File: config.mk
export PLATFORM = sky130hd
export DESIGN_NAME = uart_rx_os
export DESIGN_NICKNAME = d
export VERILOG_FILES = /design/src/rtl/uart_pkg.sv /design/src/rtl/uart_baud_tick.sv /design/src/rtl/uart_rx_os.sv
export SDC_FILE = /design/constraint.sdc
export NUM_CORES = 1
export LEC_CHECK = 0
export CELL_PAD_IN_SITES_DETAIL_PLACEMENT = 1
export CELL_PAD_IN_SITES_GLOBAL_PLACEMENT = 2
export CORE_MARGIN = 5
export CORE_UTILIZATION = 39
export DETAILED_ROUTE_END_ITERATION = 6
export GPL_ROUTABILITY_DRIVEN = 0
export HOLD_SLACK_MARGIN = 0.15
export PLACE_DENSITY_LB_ADDON = 0.1
export SLEW_MARGIN = 20
export SYNTH_ARGS = -nofsm -noshare
export SYNTH_HDL_FRONTEND = slang
export SYNTH_SLANG_ARGS = --single-unit
File: constraint.sdc
create_clock -name clk -period 2.1 [get_ports clk]
set_input_delay 0.42 -clock clk [delete_from_list [all_inputs] [get_ports clk]]
set_output_delay 0.42 -clock clk [all_outputs]
set_load 0.05 [all_outputs]
File: src/rtl/uart_pkg.sv
// uart_pkg: shared UART definitions (RX and TX).
//   UART_DATA_W     - data bits per frame
//   uart_rx_state_t - receiver FSM state encoding
//   uart_div()      - rounded clock divider for a given baud and oversample ratio
// Optional feature macro: UART_RX_PARITY_EN (adds the RX_PARITY state).
package uart_pkg;

  localparam int unsigned UART_DATA_W = 8;

  typedef enum logic [2:0] {
    RX_IDLE,
    RX_START,
    RX_DATA,
`ifdef UART_RX_PARITY_EN
    RX_PARITY,
`endif
    RX_STOP,
    RX_BREAK
  } uart_rx_state_t;

  // round(freq / (baud * os))
  function automatic int unsigned uart_div(input int unsigned freq,
                                           input int unsigned baud,
                                           input int unsigned os);
    int unsigned per_tick;
    per_tick = baud * os;
    return (freq + per_tick / 2) / per_tick;
  endfunction

endpackage

File: src/rtl/uart_baud_tick.sv
// uart_baud_tick: free-running divider producing a one-clock tick every DIV clocks.
// Ports:
//   clk     - system clock
//   reset   - asynchronous active-high reset
//   restart - synchronous restart; the next tick comes DIV clocks later
//   tick    - registered one-clock pulse
module uart_baud_tick #(
  parameter int unsigned DIV = 13
) (
  input  logic clk,
  input  logic reset,
  input  logic restart,
  output logic tick
);

  localparam int unsigned CNT_W = (DIV > 1) ? $clog2(DIV) : 1;
  localparam logic [CNT_W-1:0] CNT_LAST = CNT_W'(DIV - 1);

  logic [CNT_W-1:0] cnt;

  // Divider counter with phase restart
  always_ff @(posedge clk or posedge reset) begin
    if (reset) begin
      cnt  <= '0;
      tick <= 1'b0;
    end else if (restart) begin
      cnt  <= '0;
      tick <= 1'b0;
    end else if (cnt == CNT_LAST) begin
      cnt  <= '0;
      tick <= 1'b1;
    end else begin
      cnt  <= cnt + CNT_W'(1);
      tick <= 1'b0;
    end
  end

endmodule

File: src/rtl/uart_rx_os.sv
// uart_rx_os: oversampling UART receiver, 8 data bits LSB first, 1 stop bit.
// Ports:
//   clk         - system clock
//   reset       - asynchronous active-high reset
//   rxd         - asynchronous serial input, idles high
//   rx_data     - received byte, stable while rx_valid=1
//   rx_valid    - byte available, held until rx_valid & rx_ready
//   rx_ready    - consumer accept
//   framing_err - one-clock pulse: stop bit sampled low
//   overrun     - one-clock pulse: new byte dropped, holding register full
//   parity_err  - one-clock pulse with the delivery (UART_RX_PARITY_EN only)
// Optional feature macro: UART_RX_PARITY_EN adds the parity bit, the
// parity_err port and parameter PARITY_ODD (0 = even parity).
module uart_rx_os
  import uart_pkg::*;
#(
  parameter int unsigned UART_CLK_FREQ = 24_000_000,
  parameter int unsigned UART_BAUD     = 115_200,
  parameter int unsigned OVERSAMPLE    = 16
`ifdef UART_RX_PARITY_EN
  ,
  parameter bit          PARITY_ODD    = 1'b0
`endif
) (
  input  logic                   clk,
  input  logic                   reset,
  input  logic                   rxd,
  output logic [UART_DATA_W-1:0] rx_data,
  output logic                   rx_valid,
  input  logic                   rx_ready,
  output logic                   framing_err,
  output logic                   overrun
`ifdef UART_RX_PARITY_EN
  ,
  output logic                   parity_err
`endif
);

  localparam int unsigned DIV   = uart_div(UART_CLK_FREQ, UART_BAUD, OVERSAMPLE);
  localparam int unsigned H     = OVERSAMPLE / 2;
  localparam int unsigned S_W   = $clog2(OVERSAMPLE);
  localparam int unsigned BI_W  = $clog2(UART_DATA_W);
  localparam logic [S_W-1:0]  S_LAST  = S_W'(OVERSAMPLE - 1);
  localparam logic [S_W-1:0]  S_A     = S_W'(H - 1);
  localparam logic [S_W-1:0]  S_B     = S_W'(H);
  localparam logic [S_W-1:0]  S_C     = S_W'(H + 1);
  localparam logic [BI_W-1:0] BI_LAST = BI_W'(UART_DATA_W - 1);

  uart_rx_state_t         state;
  logic                   sync1;
  logic                   rxs;
  logic                   rxs_d;
  logic [S_W-1:0]         s;
  logic [BI_W-1:0]        bit_idx;
  logic [UART_DATA_W-1:0] shreg;
  logic [1:0]             samp;
  logic                   tick;
  logic                   restart_c;
  logic                   decide_c;
  logic                   bit_c;
`ifdef UART_RX_PARITY_EN
  logic                   par_bad;
`endif

  // 2-FF synchroniser plus a delayed copy for edge detection
  always_ff @(posedge clk or posedge reset) begin
    if (reset) begin
      sync1 <= 1'b1;
      rxs   <= 1'b1;
      rxs_d <= 1'b1;
    end else begin
      sync1 <= rxd;
      rxs   <= sync1;
      rxs_d <= rxs;
    end
  end

  // Start edge, decision strobe and 2-of-3 majority vote
  always_comb begin
    restart_c = (state == RX_IDLE) && rxs_d && !rxs;
    decide_c  = tick && (s == S_C);
    bit_c     = (samp[0] & samp[1]) | (samp[0] & rxs) | (samp[1] & rxs);
  end

  uart_baud_tick #(
    .DIV (DIV)
  ) u_tick (
    .clk     (clk),
    .reset   (reset),
    .restart (restart_c),
    .tick    (tick)
  );

  // Frame FSM, sample counter, shift register and registered outputs
  always_ff @(posedge clk or posedge reset) begin
    if (reset) begin
      state       <= RX_IDLE;
      s           <= '0;
      bit_idx     <= '0;
      shreg       <= '0;
      samp        <= '0;
      rx_data     <= '0;
      rx_valid    <= 1'b0;
      framing_err <= 1'b0;
      overrun     <= 1'b0;
`ifdef UART_RX_PARITY_EN
      par_bad     <= 1'b0;
      parity_err  <= 1'b0;
`endif
    end else begin
      framing_err <= 1'b0;
      overrun     <= 1'b0;
`ifdef UART_RX_PARITY_EN
      parity_err  <= 1'b0;
`endif
      if (rx_valid && rx_ready) rx_valid <= 1'b0;

      if (tick) begin
        s <= (s == S_LAST) ? '0 : s + S_W'(1);
        if (s == S_A) samp[0] <= rxs;
        if (s == S_B) samp[1] <= rxs;
      end

      case (state)
        RX_IDLE: begin
          // overrides the tick increment above so s starts at 0
          s       <= '0;
          bit_idx <= '0;
          if (restart_c) state <= RX_START;
        end
        RX_START: begin
          if (decide_c) begin
            bit_idx <= '0;
            state   <= bit_c ? RX_IDLE : RX_DATA;
          end
        end
        RX_DATA: begin
          if (decide_c) begin
            shreg <= {bit_c, shreg[UART_DATA_W-1:1]};
            if (bit_idx == BI_LAST) begin
              bit_idx <= '0;
`ifdef UART_RX_PARITY_EN
              state   <= RX_PARITY;
`else
              state   <= RX_STOP;
`endif
            end else begin
              bit_idx <= bit_idx + BI_W'(1);
            end
          end
        end
`ifdef UART_RX_PARITY_EN
        RX_PARITY: begin
          if (decide_c) begin
            par_bad <= ((^shreg) ^ bit_c) != PARITY_ODD;
            state   <= RX_STOP;
          end
        end
`endif
        RX_STOP: begin
          if (decide_c) begin
            if (bit_c) begin
              if (!rx_valid || rx_ready) begin
                rx_data  <= shreg;
                rx_valid <= 1'b1;
              end else begin
                overrun  <= 1'b1;
              end
`ifdef UART_RX_PARITY_EN
              parity_err <= par_bad;
`endif
              state <= RX_IDLE;
            end else begin
              framing_err <= 1'b1;
              state       <= RX_BREAK;
            end
          end
        end
        RX_BREAK: begin
          // hold off until the line returns high so a stuck-low line cannot retrigger
          if (rxs) state <= RX_IDLE;
        end
        default: state <= RX_IDLE;
      endcase
    end
  end

endmodule

Yosys cells after proc, flatten, opt, wreduce, memory -nomap -nowiden. Index checks and enable logic that the tools add are counted.

Bits of input ports: 4. Logic and storage cells: 87. Register bits after elaboration: 39. Output and inout port bits: 11.

Bitwise gates (word level): 5. Add/subtract/negate cells: 3. Mux-type cells: 32. Equality and inequality tests: 16. Reductions and logical operators: 16.

Operator list (number): $mux 3 (10); $mux 4 (5); $eq 4x4->1 const B (4); $pmux 3 s5 (1); $mux 1 (14); $ne 2x2->1 const B (6); $pmux 3 s3 (1); $add 4x1->4 const B (2); $eq 3x2->1 const B (2); $eq 3x3->1 const B (2); $reduce_and 2->1 (3); $reduce_and 6->1 (1); $eq 4x3->1 const B (1); $logic_and 1x1->1 (4); $reduce_and 4->1 (1); $add 3x1->3 const B (1); $and 1x1->1 (3); $eq 3x1->1 const B (1); $logic_not 3->1 (1); $reduce_and 3->1 (1); $reduce_bool 3->1 (1); $logic_not 1->1 (2); $mux 2 (1); $or 1x1->1 (2); 2 further kinds (2).

Logic depth before layout (Yosys ltp).
Depth after elaboration: 6. Gate-level depth with buffers: 6. Mapped depth without buffers: 5.

Cells and area by module. Synthesis repeated with hierarchy kept, for this count alone.

Cell total of the unflattened synthesis: 154. Area, all modules: 1764.2 µm².

By module, submodules not included: uart_rx_os (seq. area each 854.6 µm², instances 1, cells an instance 132, area an instance 1536.5 µm²); uart_baud_tick (seq. area each 125.1 µm², instances 1, cells an instance 22, area an instance 227.7 µm²).

Least setup slack after synthesis. No wires, ideal clock.

Kind: register to register. Start: register rx_valid. End: register rx_data[0]. Period minus slack after synthesis: 1585 ps. Required time: 1975 ps. Arrival: 1460 ps. Cell stages (with the launch flop): 4. Path buffers: 0. Setup slack: 515 ps. Setup time: 125 ps. Cells stage by stage: dfrtp_1 -> or2b_2 -> nand4_4 -> mux2_2.

Word-level cells in the longest chain between the ends: 3.

RTL lines: from (decl) (RTL line uart_rx_os.sv:29) `output logic rx_valid,`; from (signal assigned) (RTL line uart_rx_os.sv:103) `rx_valid <= 1'b0;`; from (signal assigned) (RTL line uart_rx_os.sv:116) `if (rx_valid && rx_ready) rx_valid <= 1'b0;`; from (signal assigned) (RTL line uart_rx_os.sv:165) `rx_valid <= 1'b1;`; $logic_not 1->1 (RTL line uart_rx_os.sv:163) `if (!rx_valid || rx_ready) begin`; $logic_or 1x1->1 (RTL line uart_rx_os.sv:163); $reduce_and 4->1 (no source line); to (signal assigned) (RTL line uart_rx_os.sv:164) `rx_data <= shreg;`; to (decl) (RTL line uart_rx_os.sv:28) `output logic [UART_DATA_W-1:0] rx_data,`.

Every way passes these cells. A chain may end at the register's enable or synchronous reset.

Worst setup path in the final report.
Start: register rx_data[3]. End: output rx_data[3].

No word-level cell between the ends.

==> reports/qor.csv <==
stage,metric,value,unit
status,status,finished clean,
yosys,most common cell in the netlist,dfrtp_1,
worst_setup_path,critical path type,flip-flop to primary output,
global_routing,first-pass GRT wire length,5720,um
yosys,syn_area_per_cell,12.3,um^2
worst_setup_path,Critical Path Max Stage Delay,810,ps
drt,DRC Markers,0,
yosys,Mapped Area,1750,um^2
sta,Layout Skew,5.82,ps
clocking,CTS root buf,clkbuf_8,
place,cell count after placement,205,
worst_hold_path,hold depth,0,
floorplan,Cell Rows,24,
worst_setup_path,cell family with most CP delay,buffers and inverters,
sta,Final Hold Viols,0,
cells_and_area,layout cell share with drive strength beyond 1,23.6,%
worst_setup_path,R2R cell count,5,
clocking,CTS max path bufs,2,
worst_setup_path,crit path cell chain,clkdlybuf4s50_1,
worst_setup_path,Crit path buffers/inverters,1,
cells_and_area,post-layout util,46.8,%
clocking,cts hold-fix bufs,0,
drt,1st-pass router iterations,4,
cells_and_area,Syn-to-layout area delta,16.7,%
cells_and_area,n_diodes,0,
yosys,syn_nets,153,
sta,Highest Clock Rate,532,MHz
clocking,CTS tree,built,
sta,"Setup violations, final",0,
clocking,clock latency on the worst-skew pair,290,ps
power_and_ir_drop,Sw Ratio,27.0,%
floorplan,initial core utilization,40.1,%
drt,WL per Instance,15.5,um
power_and_ir_drop,Power per Cell Area,810,nW/um^2
clocking,Resize count post-CTS,0,
cells_and_area,nets@finish,171,
yosys,Ys Warns,0,
yosys,post-synth top area share,51.5,%
drt,DR vias,1121,
worst_setup_path,FF-to-FF setup slack,270,ps
yosys,ys flop type,dfrtp_1,
worst_setup_path,CP Max Fanout,2,
worst_setup_path,RR Endpoint,rx_data[3],
global_routing,Overflow after GRT,0,
power_and_ir_drop,Psw,0.446,mW
yosys,dominant cells by area after synthesis,"dfrtp_1 52%, mux2_2 12%, ha_1 5.0%",
worst_hold_path,WHS Endpoint,rxs,
sta,RSZ-0062 raised after global routing,no,
clocking,Num CTS Buffers,5,
yosys,Async SR Flop Fraction,100,%
place,PortBufs,14,
power_and_ir_drop,Internal Power,1.21,mW
worst_setup_path,kind of end point of the critical path,primary output,
clocking,clock slew at reported path FFs,70,ps
yosys,Post-synth EDFFs,0,
power_and_ir_drop,sequential fraction of design power,52.8,%
sta,Final period util,89.5,%
global_routing,largest net degree at the start of global routing,40,
floorplan,# IOs,15,
cells_and_area,fin cells,213,
drt,Post-Route WL,3300,um
clocking,CTS H-tree depth,2,
drt,post-DR vias/cell,5.26,
sta,Slew headroom,66.1,%
sta,"Slew Viols, Final",0,
yosys,synth unique cells,40,
yosys,synthesis-stage register bit count,39,
place,Placement Setup Slack,243,ps
sta,total negative slack,0,ps
power_and_ir_drop,Clk pwr share,33.6,%
worst_hold_path,Min-Delay Path Class,flip-flop to flip-flop,
worst_setup_path,crit start category,flip-flop,
sta,Final WS setup,221,ps
worst_setup_path,Crit Reg-Reg Startpoint,s[1],
drt,Initial DRC Count,24,
clocking,number of setup buffers added after CTS,0,
floorplan,die width,76.9,um
clocking,clock sinks,39,
job,max_cap viols,0,
drt,Antenna Nets Post-Route,0,
global_routing,Total GRT Usage,12.3,%
yosys,Post-Syn Instances,142,
yosys,sequential-to-total area share from yosys stat,56.0,%
worst_hold_path,Hold Crit Start,sync1,
power_and_ir_drop,Leak Pwr,0.997,nW
yosys,post-synth top area cell,dfrtp_1,
worst_setup_path,WP data arrival,1460,ps
sta,Slew @ Worst Pin,507,ps
global_routing,number of global-route vias before repair,1247,
place,hpwl dp,2360,um
floorplan,die area,5920,um^2
sta,Tmin final,1880,ps
power_and_ir_drop,Comb pwr share,13.5,%
global_routing,initial antenna violation count,0,
worst_setup_path,"Req. time, crit path",1680,ps
yosys,commonest cells in the netlist,"36 x dfrtp_1, 18 x mux2_2, 10 x inv_1",
floorplan,core footprint,4350,um^2
floorplan,chip height,76.9,um
power_and_ir_drop,worst ir drop on vdd,0.416,mV
worst_setup_path,"Slowest-stage cell, CP",clkdlybuf4s50_1,
## cell families after synthesis
logic type | count (synthesis) | synth area share, %
multiplexers | 19 | 12.2
XOR/XNOR | 1 | 0.501
adder cells (fa/ha/maj) | 8 | 5.65
flip-flops | 39 | 56.0
AND/OR/NAND/NOR | 42 | 15.5
buffers and inverters | 15 | 3.79
AO/OA/AOI/OAI | 18 | 6.30
## power groups by stage
stage               registers, mW  logic [mW]  clock network (mW)
finish                      0.873       0.224               0.555
global route                0.882       0.255               0.613
CTS                         0.873       0.229               0.586
detailed placement          0.887       0.227                   0
global placement            0.881       0.211                   0
floorplan                   0.868       0.174                   0
## final cells by class
| class | count | area [um^2] |
|---|---|---|
| Clock buffer | 8 | 100 |
| Fill cell | 460 | 2310 |
| Inverter | 10 | 37.5 |
| Multi-Input combinational cell | 88 | 702 |
| Sequential cell | 39 | 980 |
| Tap cell | 52 | 65.1 |
| Timing Repair Buffer | 16 | 155 |
## per-stage QoR
step	power [mW]	hold WS, ps	area (um^2)
floorplan	1.04	345	1750
global placement	1.09	347	1940
detailed placement	1.11	348	1940
CTS	1.69	356	2040
global route	1.75	362	2040
finish	1.65	353	2040
## sequential cells by signal (all words and copies together), names as in the netlist
| signal | cells |
|---|---|
| rxs | 1 |
| overrun | 1 |
| bit_idx | 3 |
| u_tick.tick | 1 |
| s | 4 |
| sync1 | 1 |
| rx_valid | 1 |
| shreg | 8 |
| rx_data | 8 |
| state | 3 |
| u_tick.cnt | 4 |
| rxs_d | 1 |
| framing_err | 1 |
| samp | 2 |
## routing by layer
layer / share of wire, % / wire, um / vias to the layer above / global-route usage, %
met3: 3.1 / 101 / 8 / 3.16
met4: 2.6 / 86 / 0 / 7.34
met5: 0 / 0 / - / 0
met2: 48 / 1590 / 15 / 19.8
met1: 46 / 1520 / 566 / 14.8
li1: - / - / 532 / -
## layout by cell type, fill, tap and decap left out, types with 2 or more instances in the layout
cell type        netlist  final
nand3_1                5      5
a21oi_1                6      6
a31oi_1                2      2
ha_1                   7      7
or4_1                  2      2
nor2_1                 7      7
nand4b_1               2      2
inv_1                 10     10
buf_4                  0      2
clkbuf_8               0      7
dfstp_2                3      3
nand2_1                8      8
clkdlybuf4s50_1        0     14
mux2_2                18     18
o21ai_0                5      5
nor3_1                 4      4
dfrtp_1               36     36
## how the worst max path moves through the flow
stage | start | end | slack (ps) | cells after the start
floorplan | rx_valid | rx_data[0] | 510 | 3
global placement | s[1] | rx_data[0] | 300 | 5
detailed placement | s[1] | rx_data[3] | 240 | 5
CTS | rx_data[7] | rx_data[7] | 190 | 1
global route | rx_data[7] | rx_data[7] | 160 | 1
finish | rx_data[3] | rx_data[3] | 220 | 1
No activity file was read; power rests on OpenSTA's default activity.
